`src/rtl/pulse_stretch_pkg.sv`:
```
// Shared definitions for the pulse stretcher: FSM state encoding and
// default timing constants.
package pulse_stretch_pkg;

  typedef enum logic [1:0] {
    IDLE = 2'd0,
    ON   = 2'd1,
    GAP  = 2'd2
  } state_e;

  localparam int unsigned DEF_CNT_W      = 20;
  localparam int unsigned DEF_ON_CYCLES  = 20'hFFFFF;
  localparam int unsigned DEF_OFF_CYCLES = 20'hFFFFF;
  localparam int unsigned DEF_PEND_W     = 4;

  // True when a cycle count fits the legal range 1..2**width-1.
  function automatic bit cycles_legal(input longint unsigned cycles,
                                      input int unsigned     width);
    return (cycles != 0) && ((cycles >> width) == 0);
  endfunction

endpackage

```
`src/rtl/pulse_stretch.sv`:
```
// Stretches single-cycle trigger events into fixed-length visible pulses
// separated by a mandatory low gap, queueing events that arrive while busy.
module pulse_stretch
  import pulse_stretch_pkg::*;
#(
  parameter int unsigned CNT_W      = DEF_CNT_W,
  parameter int unsigned ON_CYCLES  = DEF_ON_CYCLES,
  parameter int unsigned OFF_CYCLES = DEF_OFF_CYCLES,
  parameter int unsigned PEND_W     = DEF_PEND_W
) (
  input  logic              clk,
  input  logic              reset,
  input  logic              trigger,
  output logic              level,
  output logic              busy,
  output logic [PEND_W-1:0] pending,
  output logic              overflow
);

  if (!cycles_legal(longint'(ON_CYCLES), CNT_W)) begin : g_bad_on
    $error("pulse_stretch: ON_CYCLES must be in 1..2**CNT_W-1");
  end
  if (!cycles_legal(longint'(OFF_CYCLES), CNT_W)) begin : g_bad_off
    $error("pulse_stretch: OFF_CYCLES must be in 1..2**CNT_W-1");
  end

  localparam logic [CNT_W-1:0]  ON_LOAD  = CNT_W'(ON_CYCLES - 1);
  localparam logic [CNT_W-1:0]  OFF_LOAD = CNT_W'(OFF_CYCLES - 1);
  localparam logic [PEND_W-1:0] PEND_MAX = '1;

  state_e            state_q, state_d;
  logic [CNT_W-1:0]  cnt_q, cnt_d;
  logic [PEND_W-1:0] pend_q, pend_d;
  logic              level_q, level_d;
  logic              ovf_q, ovf_d;
  logic              enqueue;

  always_ff @(posedge clk) begin
    if (reset) begin
      state_q <= IDLE;
      cnt_q   <= '0;
      pend_q  <= '0;
      level_q <= 1'b0;
      ovf_q   <= 1'b0;
    end else begin
      state_q <= state_d;
      cnt_q   <= cnt_d;
      pend_q  <= pend_d;
      level_q <= level_d;
      ovf_q   <= ovf_d;
    end
  end

  always_comb begin
    state_d = state_q;
    cnt_d   = cnt_q;
    pend_d  = pend_q;
    ovf_d   = 1'b0;
    enqueue = 1'b0;

    case (state_q)
      IDLE: begin
        if (trigger) begin
          state_d = ON;
          cnt_d   = ON_LOAD;
        end
      end

      ON: begin
        enqueue = trigger;
        if (cnt_q == '0) begin
          state_d = GAP;
          cnt_d   = OFF_LOAD;
        end else begin
          cnt_d = cnt_q - 1'b1;
        end
      end

      GAP: begin
        if (cnt_q == '0) begin
          // Oldest queued event starts first; a same-cycle trigger takes its
          // place in the queue (net zero) or is consumed directly if empty.
          if (pend_q != '0) begin
            state_d = ON;
            cnt_d   = ON_LOAD;
            if (!trigger) begin
              pend_d = pend_q - 1'b1;
            end
          end else if (trigger) begin
            state_d = ON;
            cnt_d   = ON_LOAD;
          end else begin
            state_d = IDLE;
          end
        end else begin
          cnt_d   = cnt_q - 1'b1;
          enqueue = trigger;
        end
      end

      default: begin
        state_d = IDLE;
        cnt_d   = '0;
      end
    endcase

    if (enqueue) begin
      if (pend_q == PEND_MAX) begin
        ovf_d = 1'b1;
      end else begin
        pend_d = pend_q + 1'b1;
      end
    end

    level_d = (state_d == ON);
  end

  assign level    = level_q;
  assign busy     = (state_q != IDLE);
  assign pending  = pend_q;
  assign overflow = ovf_q;

endmodule

```
`config.mk`:
```
export PLATFORM = sky130hd
export DESIGN_NAME = pulse_stretch
export DESIGN_NICKNAME = d
export VERILOG_FILES = /design/src/rtl/pulse_stretch_pkg.sv /design/src/rtl/pulse_stretch.sv
export SDC_FILE = /design/constraint.sdc
export NUM_CORES = 1
export LEC_CHECK = 0
export ABC_CLOCK_PERIOD_IN_PS = 5990
export CORE_ASPECT_RATIO = 1.2
export CORE_MARGIN = 5
export CORE_UTILIZATION = 55
export DETAILED_ROUTE_END_ITERATION = 7
export PLACE_DENSITY = 0.82
export SYNTH_ARGS = -nofsm -noshare
export SYNTH_HDL_FRONTEND = slang
export SYNTH_SLANG_ARGS = --single-unit
export TNS_END_PERCENT = 100
```
`constraint.sdc`:
```
create_clock -name clk -period 5.99 [get_ports clk]
set_input_delay 0.599 -clock clk [delete_from_list [all_inputs] [get_ports clk]]
set_output_delay 0.599 -clock clk [all_outputs]
set_load 0.01 [all_outputs]
```
### Yosys cells after proc, flatten, opt, wreduce, memory -nomap -nowiden

Index checks and enable logic that the tools add are counted.

| operators by class | value |
|---|---|
| muxes and demuxes | 20 |
| equality and inequality tests | 4 |
| reduce and logical (&&, ||, !) cells | 5 |
| bitwise operators | 1 |
| $add $sub $neg | 3 |

Operators with widths:

| cell | number |
|---|---|
| 2-to-1 mux 20 bit | 4 |
| one-hot mux 20 bit (3 select lines) | 1 |
| 2-to-1 mux 4 bit | 6 |
| zero test 20 bit | 1 |
| subtractor 20 x 1 -> 20 bit, second input constant | 1 |
| 2-to-1 mux 2 bit | 3 |
| one-hot mux 2 bit (3 select lines) | 1 |
| adder 4 x 1 -> 4 bit, second input constant | 1 |
| == test 2 x 1 -> 1 bit, second input constant | 2 |
| == test 4 bit, second input constant | 1 |
| 2-to-1 mux 1 bit | 4 |
| nonzero test 4 bit | 1 |
| subtractor 4 x 1 -> 4 bit, second input constant | 1 |
| == test 2 bit, second input constant | 1 |
| zero test 2 bit | 1 |
| one-hot mux 1 bit (2 select lines) | 1 |
| nonzero test 2 bit | 1 |
| OR reduction 2 bit | 1 |
| NOT 1 bit | 1 |

| storage, ports and cells | value |
|---|---|
| output and inout bits | 7 |
| logic and storage cells | 38 |
| register bits | 28 |
| bits of input ports | 3 |

### Logic depth before layout (Yosys ltp)

Gate-level depths: netlist of run 1.

| depth | value |
|---|---|
| depth in word-level cells | 7 |
| mapped depth | 9 |
| mapped depth without buffers | 7 |

### Worst setup path before layout of run 1

OpenSTA, ideal clock, no wires.

| timing | value |
|---|---|
| kind | register to register |
| start | reg cnt_q[0] |
| end | reg cnt_q[17] |
| path buffers | 2 |
| slack | 3.787 ns |
| arrival | 2.071 ns |
| setup time | 0.132 ns |
| stages on the path, launching flop included | 10 |
| required time | 5.858 ns |
| period minus slack after synthesis | 2.203 ns |
| cells stage by stage | dfxtp_1 -> inv_1 -> ha_1 -> or4b_4 -> or2_4 -> buf_6 -> o41a_1 -> buf_6 -> o31ai_1 -> a21oi_1 |

| on the way | value |
|---|---|
| word-level cells in the longest chain between the ends | 3 |
| elaborated cells on any way between the ends | 5 |
| those cells by class | 1 x add/sub; 3 x mux; 1 x reduce/logical |

Ends and longest elaborated chain:

| what | RTL line | RTL |
|---|---|---|
| start, declared | pulse_stretch.sv:32 | `logic [CNT_W-1:0] cnt_q, cnt_d;` |
| start signal, assigned | pulse_stretch.sv:47 | `cnt_q <= cnt_d;` |
| subtractor 20 x 1 -> 20 bit or zero test 20 bit (tied branches) | -- |  |
| 2-to-1 mux 20 bit, on equally long branches | pulse_stretch.sv:80, pulse_stretch.sv:71 |  |
| one-hot mux 20 bit (3 select lines) * | pulse_stretch.sv:61 | `case (state_q)` |

Mark *: on every way between the ends. The rest lies on a longest branch, timed or not.
A chain may end at the register's enable or synchronous reset.

### Worst setup path after layout of run 1

| timing | value |
|---|---|
| start | reg state_q[0] |
| end | out busy |

| on the way | value |
|---|---|
| word-level cells in the longest chain between the ends | 1 |

Ends and longest elaborated chain:

| what | RTL line | RTL |
|---|---|---|
| start, declared | pulse_stretch.sv:31 | `state_e state_q, state_d;` |
| start signal, assigned | pulse_stretch.sv:46 | `state_q <= state_d;` |
| nonzero test 2 bit | pulse_stretch.sv:119 | `assign busy = (state_q != IDLE);` |
| end, declared | pulse_stretch.sv:15 | `output logic busy,` |

Every way passes these cells.

==> impl_metrics.json, run 1 <==
{
  "status": "finished clean",
  "timing.slew.headroom": 0.401,
  "first_global_vias": 1643,
  "sw_frac_of_total": 0.435,
  "worstHoldStart": "cnt_q[18]$_SDFF_PP0_",
  "diodes": 0,
  "worst_slew_pin_slew_ns": 0.895,
  "ctsHoldBuffers": 0,
  "synth.net_count": 253,
  "vias": 1830,
  "synth_flop_cell": "dfxtp_1",
  "grt_pass1_wl_um": 7750,
  "worstReg2RegEnd": "cnt_q[14]$_SDFF_PP0_",
  "critPathMaxFanout": 25,
  "synth_edf_count": 0,
  "crit_required_ns": 5.39,
  "clk_pin_slew_ns": 0.10,
  "yosys.area.top_type": "dfxtp_1",
  "ys_warn_count": 0,
  "p_clk_frac": 0.166,
  "cts_tree": "yes",
  "viasPerCell": 6.63,
  "core_area_mm2": 0.00334,
  "gp_congestion": 0.924,
  "place_ws_ns": 2.99,
  "crit_type": "flop to output port",
  "clock_path_buffers": 2,
  "synthMostInstantiatedCell": "o21ai_0",
  "clk_latency_ns": 0.28,
  "synth_area_mm2": 0.00189,
  "drtPass1Iterations": 4,
  "power_uw": 921,
  "p_seq_frac": 0.353,
  "nets": 251,
  "worst_setup_path_start_kind": "flop",
  "syn_area_per_cell_um2": 7.83,
  "io_pins": 10,
  "ys_seq_elements": 28,
  "yosys-top-cells-area": "dfxtp_1, o21ai_0, a21oi_1",
  "arrival_ns": 2.17,
  "whs_endpoint": "cnt_q[18]$_SDFF_PP0_",
  "yosysUniqueCellTypes": 54,
  "start_util": 0.567,
  "dieArea_mm2": 0.00472,
  "clock_sinks": 28,
  "synth.top_cell.area_share": 0.296,
  "cts_setup_buffers": 0,
  "r2r_setup_slack_ns": 3.41,
  "io_buffers": 9,
  "grt.overflow.total": 0,
  "cts_buffers": 3,
  "fin_crit_sh": 0.463,
  "htree_levels": 1,
  "routed_wl_um": 4400,
  "timing.setup.tns_ns": 0,
  "antenna_found_initial": 0,
  "area_growth_pct": 7.00,
  "leakagePower_uw": 0.000708,
  "powerDensity_mw_per_mm2": 454,
  "p_sw_uw": 401,
  "p_int_uw": 520,
  "place_hpwl_um": 3040,
  "die_x_um": 63.6,
  "cts_resized": 0,
  "yosys-top-cells-count": "o21ai_0, dfxtp_1, a21oi_1",
  "utilization": 0.607,
  "ff2ff_path_depth": 5,
  "reg2reg_from": "cnt_q[4]$_SDFF_PP0_",
  "ant_nets": 0,
  "grt_max_degree": 29,
  "pwr-share-comb": 0.481,
  "hold_viol": 0,
  "rows": 23,
  "dieHeight_um": 74.3,
  "drt_iter0_markers": 145,
  "min_path_cells": 2,
  "fin_skew_ns": 0.00270,
  "async_reset_ff_frac": 0,
  "ir_drop_mv": 0.292,
  "seq_area_frac_synth": 0.296,
  "drive_above_1_share": 0.0711,
  "fmax_ghz": 0.361,
  "maxCapViolations": 0,
  "cts_root_buf": "clkbuf_8",
  "synth_cells": 242,
  "track_usage": 0.201,
  "final_max_slew_viol_count": 0,
  "wire_per_inst_um": 16.0,
  "critPathCaptureType": "output port",
  "rsz0062_at_grt": "no",
  "drcViolationCount": 0,
  "period_minus_slack_ns": 2.77,
  "layout_setup_ws_ns": 3.22,
  "hold_class": "flop to flop",
  "finalSetupViolations": 0
}
-- cells in the final DEF (no fill, tap or decap), drive strengths merged, types with 4 or more instances in the layout --
cell type	instances
o22ai	4
xnor2	4
nand3	4
nor2	14
clkdlybuf4s50	9
inv	13
a21oi	23
dfxtp	28
ha	8
a211oi	4
nand2	7
nand4	8
o21ai	33
nor4	7
nor3	12
or2	5
-- worst max-delay path, cell delays in order (launching register included) --
cell,delay [ns]
dfxtp_1,0.37
inv_1,0.10
ha_1,0.67
inv_1,0.22
clkdlybuf4s50_1,0.53
-- how the worst max path moves through the flow --
stage	to	start	cells past startpoint	slack (ns)
floorplan	cnt_q[17]$_SDFF_PP0_	cnt_q[0]$_SDFF_PP0_	9	3.79
global placement	cnt_q[9]$_SDFF_PP0_	trigger	6	3.11
detailed placement	cnt_q[9]$_SDFF_PP0_	trigger	6	2.99
CTS	busy	state_q[0]$_SDFF_PP0_	4	3.23
global route	cnt_q[9]$_SDFF_PP0_	trigger	6	3.01
finish	busy	state_q[0]$_SDFF_PP0_	4	3.22
-- per-stage QoR --
stage	cells	hold WS [ns]	instance area [um^2]
6_report	276	0.543	2030
4_1_cts	276	0.540	2030
3_3_place_gp	272	0.523	1960
2_1_floorplan	242	0.494	1890
5_1_grt	276	0.554	2030
3_5_place_dp	272	0.523	1960
-- sequential cells by signal, indices dropped and copies added, names as in the netlist --
name      count
pending       4
cnt_q        20
state_q       2
level         1
overflow      1
-- cells by family after synthesis --
| group | share of synthesized area |
|---|---|
| simple gates | 0.237 |
| fa+ha+maj | 0.0528 |
| flops | 0.296 |
| compound gates | 0.306 |
| mux | 0.0106 |
| buf+inv | 0.0654 |
| xor+xnor | 0.0324 |
-- power groups by stage --
| stage | combinational (uW) | clock [uW] | sequential, uW |
|---|---|---|---|
| 2_1_floorplan | 364 | 0 | 307 |
| 3_3_place_gp | 429 | 0 | 326 |
| 3_5_place_dp | 435 | 0 | 327 |
| 4_1_cts | 437 | 156 | 323 |
| 5_1_grt | 497 | 162 | 337 |
| 6_report | 443 | 153 | 325 |
-- routing by layer --
metal	GRT usage	part of all wire
met1	0.276	0.47
met2	0.307	0.45
met3	0.0242	0.057
met4	0.111	0.023
met5	0	0
-- layout make-up --
class                      count  area (um^2)
clock buffer                   3         41.3
clock inverter                 1         30.0
fill                         310         1310
inverter                      13         48.8
multi-input combinational    185         1210
sequential                    28          561
tap                           37         46.3
timing repair buffer           9         90.1
No activity file was read; power rests on OpenSTA's default activity.
==> run 2, diff against run 1 <==
--- a/config.mk
+++ b/config.mk
@@ -5,7 +5,7 @@
 export SDC_FILE = /design/constraint.sdc
 export NUM_CORES = 1
 export LEC_CHECK = 0
-export ABC_CLOCK_PERIOD_IN_PS = 5990
+export ABC_CLOCK_PERIOD_IN_PS = 2700
 export CORE_ASPECT_RATIO = 1.2
 export CORE_MARGIN = 5
 export CORE_UTILIZATION = 55
==> constraint.sdc (replaced) <==
create_clock -name clk -period 2.7 [get_ports clk]
set_input_delay 0.27 -clock clk [delete_from_list [all_inputs] [get_ports clk]]
set_output_delay 0.27 -clock clk [all_outputs]
set_load 0.01 [all_outputs]
==> run 2 against run 1 <==
  * Hold slack gained 0.018 ns
  * Cell area grew 2.2%
  * Core utilization grew 1.3 points
  * Wire length grew 7.0%
  * Highest routed layer unchanged
==> impl_metrics.json, run 2 (synthesis results as in run 1) <==
{
  "timing.setup.tns_ns": 0,
  "drt_iter0_markers": 163,
  "first_global_vias": 1698,
  "cts_tree": "yes",
  "track_usage": 0.208,
  "dieHeight_um": 74.3,
  "worst_slew_pin_slew_ns": 0.440,
  "place_hpwl_um": 3350,
  "maxCapViolations": 0,
  "layout_setup_ws_ns": 0.292,
  "ant_nets": 0,
  "rsz0062_at_grt": "no",
  "nets": 261,
  "hold_viol": 0,
  "core_area_mm2": 0.00334,
  "gp_congestion": 1.02,
  "cts_resized": 0,
  "cts_setup_buffers": 0,
  "diodes": 0,
  "cts_buffers": 3,
  "critPathMaxFanout": 14,
  "powerDensity_mw_per_mm2": 968,
  "die_x_um": 63.6,
  "drcViolationCount": 0,
  "antenna_found_initial": 0,
  "viasPerCell": 6.71,
  "io_buffers": 9,
  "clk_pin_slew_ns": 0.09,
  "period_minus_slack_ns": 2.41,
  "timing.slew.headroom": 0.703,
  "largest_register": "cnt_q",
  "start_util": 0.567,
  "dieArea_mm2": 0.00472,
  "clock_sinks": 28,
  "fin_crit_sh": 0.892,
  "htree_levels": 1,
  "routed_wl_um": 4710,
  "seqCellArea_um2": 561,
  "cts_root_buf": "clkbuf_8",
  "hold_class": "flop to flop",
  "final_cells": 285,
  "multiInputGateArea_mm2": 0.00121,
  "leakagePower_uw": 0.000742,
  "rows": 23,
  "clk_latency_ns": 0.27,
  "largest_reg_flops": 20,
  "place_inst": 282,
  "final_max_slew_viol_count": 0,
  "worst_setup_path_start_kind": "flop",
  "status": "finished clean",
  "crit_required_ns": 2.86,
  "grt_pass1_wl_um": 7930,
  "fmax_ghz": 0.415,
  "crit_type": "flop to flop",
  "finalSetupViolations": 0,
  "grt_max_degree": 22,
  "arrival_ns": 2.57,
  "wire_per_inst_um": 16.5,
  "place_ws_ns": 0.307,
  "final_common_cell": "o21ai_0",
  "vias": 1911,
  "n_fill_cell": 313,
  "mostFrequentLayoutCells": "o21ai_0, dfxtp_1, a21oi_1",
  "grt.overflow.total": 0,
  "area_growth_pct": 9.38,
  "clock_path_buffers": 2,
  "critPathCaptureType": "flop",
  "drive_above_1_share": 0.105,
  "drtPass1Iterations": 5,
  "ir_drop_mv": 0.724,
  "ctsHoldBuffers": 0,
  "io_pins": 10,
  "fin_skew_ns": 0.00260
}
run 2: critical path, stage by stage, from the launching register on:
cell     delay [ns]
dfxtp_1        0.37
inv_1          0.09
ha_1           0.13
or4b_4         0.46
or2_4          0.30
o41a_1         0.56
nand2_1        0.26
o32ai_1        0.12
run 2: power breakdown:
group	switching [uW]	leakage [uW]	internal, uW	total, uW
clock network	125	0.0000216	100	225
registers	182	0.000232	536	718
logic	591	0.000489	472	1060
total	898	0.000742	1110	2010
run 2: final timing paths:
check	start	endpoint	slack [ns]	cells past startpoint
hold reg to reg	cnt_q[18]$_SDFF_PP0_	cnt_q[18]$_SDFF_PP0_	0.56	2
hold / removal	cnt_q[18]$_SDFF_PP0_	cnt_q[18]$_SDFF_PP0_	0.56	2
setup / recovery	cnt_q[1]$_SDFF_PP0_	cnt_q[9]$_SDFF_PP0_	0.29	7
setup reg to reg	cnt_q[1]$_SDFF_PP0_	cnt_q[9]$_SDFF_PP0_	0.29	7
run 2: final cells by class:
type	count	share of cell area
inverters	13	0.0236
well taps	37	0.0223
multi-input cells	185	0.584
clock buffers	3	0.0199
flip-flops and latches	28	0.271
repair buffers	19	0.0797
run 2: stage by stage:
| step | utilization | hold WS, ns | total power [uW] | instance area (um^2) |
|---|---|---|---|---|
| final | 0.621 | 0.561 | 2010 | 2070 |
| after detailed placement | 0.608 | 0.536 | 1770 | 2030 |
| after global placement | 0.608 | 0.520 | 1750 | 2030 |
| after CTS | 0.621 | 0.549 | 2000 | 2070 |
| after global routing | 0.621 | 0.630 | 2180 | 2070 |
| after floorplan | - | 0.339 | 1490 | 1890 |
run 2: per-layer routing:
metal / up-vias / GRT usage / wire (um)
li1: 925 / - / -
met3: 10 / 0.0242 / 303
met2: 85 / 0.352 / 2250
met5: - / 0 / 0
met1: 891 / 0.260 / 2050
met4: 0 / 0.109 / 106
==> run 3, diff against run 2 <==
--- a/config.mk
+++ b/config.mk
@@ -6,11 +6,11 @@
 export NUM_CORES = 1
 export LEC_CHECK = 0
 export ABC_CLOCK_PERIOD_IN_PS = 2700
-export CORE_ASPECT_RATIO = 1.2
+export CORE_ASPECT_RATIO = 0.9
 export CORE_MARGIN = 5
 export CORE_UTILIZATION = 55
 export DETAILED_ROUTE_END_ITERATION = 7
-export PLACE_DENSITY = 0.82
+export PLACE_DENSITY = 0.81
 export SYNTH_ARGS = -nofsm -noshare
 export SYNTH_HDL_FRONTEND = slang
 export SYNTH_SLANG_ARGS = --single-unit
==> run 3 against run 2 <==
  * Final cell count up 2.8%
  * Sequential power up 1%
  * Combinational power about the same
  * Flip-flop and latch count unchanged
  * First-iteration DRC count up 5.5%
  * Hold slack better by 0.013 ns
  * Critical path type unchanged
  * Critical endpoint is now cnt_q[14]$_SDFF_PP0_
==> impl_metrics.json, run 3 (synthesis results as in run 1) <==
{
  "p_sw_uw": 930,
  "die_x_um": 71.9,
  "p_seq_frac": 0.340,
  "final_max_slew_viol_count": 0,
  "slowest_stage": "o41a_1",
  "wl_met1_um": 2230,
  "ant_nets": 0,
  "clk_pin_slew_ns": 0.11,
  "gp_congestion": 0.883,
  "crit_type": "flop to flop",
  "drive_above_1_share": 0.108,
  "dpl_cell_area_mm2": 0.00204,
  "p_int_uw": 1210,
  "cp_cell_sequence": "inv_1 -> ha_1 -> or4b_4 -> or2_4 -> o41a_1 -> nand2_1 -> o22ai_1",
  "drcViolationCount": 0,
  "critPathCaptureType": "flop",
  "htree_levels": 1,
  "path_buf_inv": 1,
  "worstReg2RegEnd": "cnt_q[14]$_SDFF_PP0_",
  "maxCapViolations": 0,
  "final_common_cell": "o21ai_0",
  "dieArea_mm2": 0.00472,
  "fin_area_mm2": 0.00211,
  "highest_layer": "met4",
  "sw_frac_of_total": 0.435,
  "routed_wl_um": 4860,
  "reg2reg_from": "cnt_q[0]$_SDFF_PP0_",
  "wire_per_inst_um": 16.6,
  "crit_path_max_incr_delay_ns": 0.58,
  "grt_pass1_wl_um": 8230,
  "vias": 1922,
  "place_hpwl_um": 3390,
  "io_buffers": 9,
  "cts_buffers": 3,
  "crit_required_ns": 2.86,
  "nets": 261,
  "cts_root_buf": "clkbuf_8",
  "timing.slew.headroom": 0.646,
  "leakagePower_uw": 0.000756,
  "grt.overflow.total": 0,
  "io_pins": 10,
  "antenna_found_initial": 0,
  "ir_drop_mv": 0.625,
  "fmax_ghz": 0.410,
  "hold_viol": 0,
  "worst_slew_pin_slew_ns": 0.523,
  "drtPass1Iterations": 4,
  "grt_max_degree": 28,
  "start_util": 0.565,
  "clock_path_buffers": 2,
  "track_usage": 0.215,
  "rows": 20,
  "viasPerCell": 6.56,
  "clock_sinks": 28,
  "clk_latency_ns": 0.29,
  "fin_skew_ns": 0.0122,
  "worst_setup_path_start_kind": "flop",
  "largest_reg_flops": 20,
  "arrival_ns": 2.59,
  "met2_length_um": 2210,
  "critPathMaxFanout": 14,
  "first_global_vias": 1764,
  "mostFrequentLayoutCells": "o21ai_0, dfxtp_1, a21oi_1",
  "hold_class": "flop to flop",
  "cts_resized": 0,
  "finalSetupViolations": 0,
  "p_clk_frac": 0.159,
  "pwr-share-comb": 0.502,
  "fin_crit_sh": 0.903,
  "diodes": 0,
  "worstHoldStart": "cnt_q[18]$_SDFF_PP0_",
  "largest_register": "cnt_q",
  "rsz0062_at_grt": "no",
  "dieHeight_um": 65.7,
  "area_growth_pct": 11.4,
  "drt_iter0_markers": 172,
  "whs_endpoint": "cnt_q[18]$_SDFF_PP0_",
  "n_fill_cell": 305,
  "core_area_mm2": 0.00335,
  "cts_setup_buffers": 0,
  "powerDensity_mw_per_mm2": 1010,
  "ctsHoldBuffers": 0,
  "ff2ff_path_depth": 7,
  "r2r_setup_slack_ns": 0.26,
  "wl_met3_um": 350,
  "cts_tree": "yes",
  "period_minus_slack_ns": 2.44,
  "min_path_cells": 2,
  "cp_top_family": "simple AND/OR/NAND/NOR gates",
  "status": "finished clean",
  "timing.setup.tns_ns": 0
}
## run 3: layer usage
layer / vias up / GRT usage
met5: - / 0
met2: 72 / 0.331
li1: 927 / -
met4: 0 / 0.0587
met1: 915 / 0.306
met3: 8 / 0.0398
## run 3: power by group through the flow
stage / clock, uW / sequential (uW) / combinational, uW
global placement: 0 / 718 / 1030
finish: 339 / 727 / 1070
global route: 363 / 747 / 1180
detailed placement: 0 / 726 / 1050
CTS: 347 / 718 / 1060
floorplan: 0 / 681 / 808
## run 3: worst max path at each step
stage | from | end | slack, ns | cells past startpoint
finish | cnt_q[0]$_SDFF_PP0_ | cnt_q[14]$_SDFF_PP0_ | 0.26 | 7
global route | cnt_q[0]$_SDFF_PP0_ | cnt_q[14]$_SDFF_PP0_ | 0.15 | 7
CTS | cnt_q[0]$_SDFF_PP0_ | cnt_q[14]$_SDFF_PP0_ | 0.29 | 7
detailed placement | cnt_q[0]$_SDFF_PP0_ | cnt_q[14]$_SDFF_PP0_ | 0.31 | 7
global placement | cnt_q[1]$_SDFF_PP0_ | cnt_q[9]$_SDFF_PP0_ | 0.37 | 7
floorplan | cnt_q[0]$_SDFF_PP0_ | cnt_q[17]$_SDFF_PP0_ | 0.50 | 9
## run 3: metrics by stage
| stage | setup slack, ns | hold WS (ns) | instances | utilization | total power [uW] |
|---|---|---|---|---|---|
| 6_report | 0.262 | 0.574 | 293 | 0.629 | 2140 |
| 5_1_grt | 0.150 | 0.612 | 293 | 0.629 | 2290 |
| 4_1_cts | 0.286 | 0.564 | 293 | 0.629 | 2120 |
| 3_5_place_dp | 0.308 | 0.541 | 289 | 0.608 | 1770 |
| 3_3_place_gp | 0.367 | 0.529 | 289 | 0.608 | 1750 |
| 2_1_floorplan | 0.497 | 0.339 | 242 | - | 1490 |
## run 3: area by class of cell
class | count | area, um^2 | area share
Clock buffer | 3 | 41.3 | 0.0196
Clock inverter | 1 | 30.0 | 0.0142
Timing Repair Buffer | 19 | 165 | 0.0782
Sequential cell | 28 | 561 | 0.266
Tap cell | 44 | 55.1 | 0.0261
Multi-Input combinational cell | 185 | 1210 | 0.573
Inverter | 13 | 48.8 | 0.0231
## run 3: worst min-delay path: stages (launching register included)
cell	delay (ns)
dfxtp_1	0.38
o21ai_0	0.10
a21oi_1	0.06
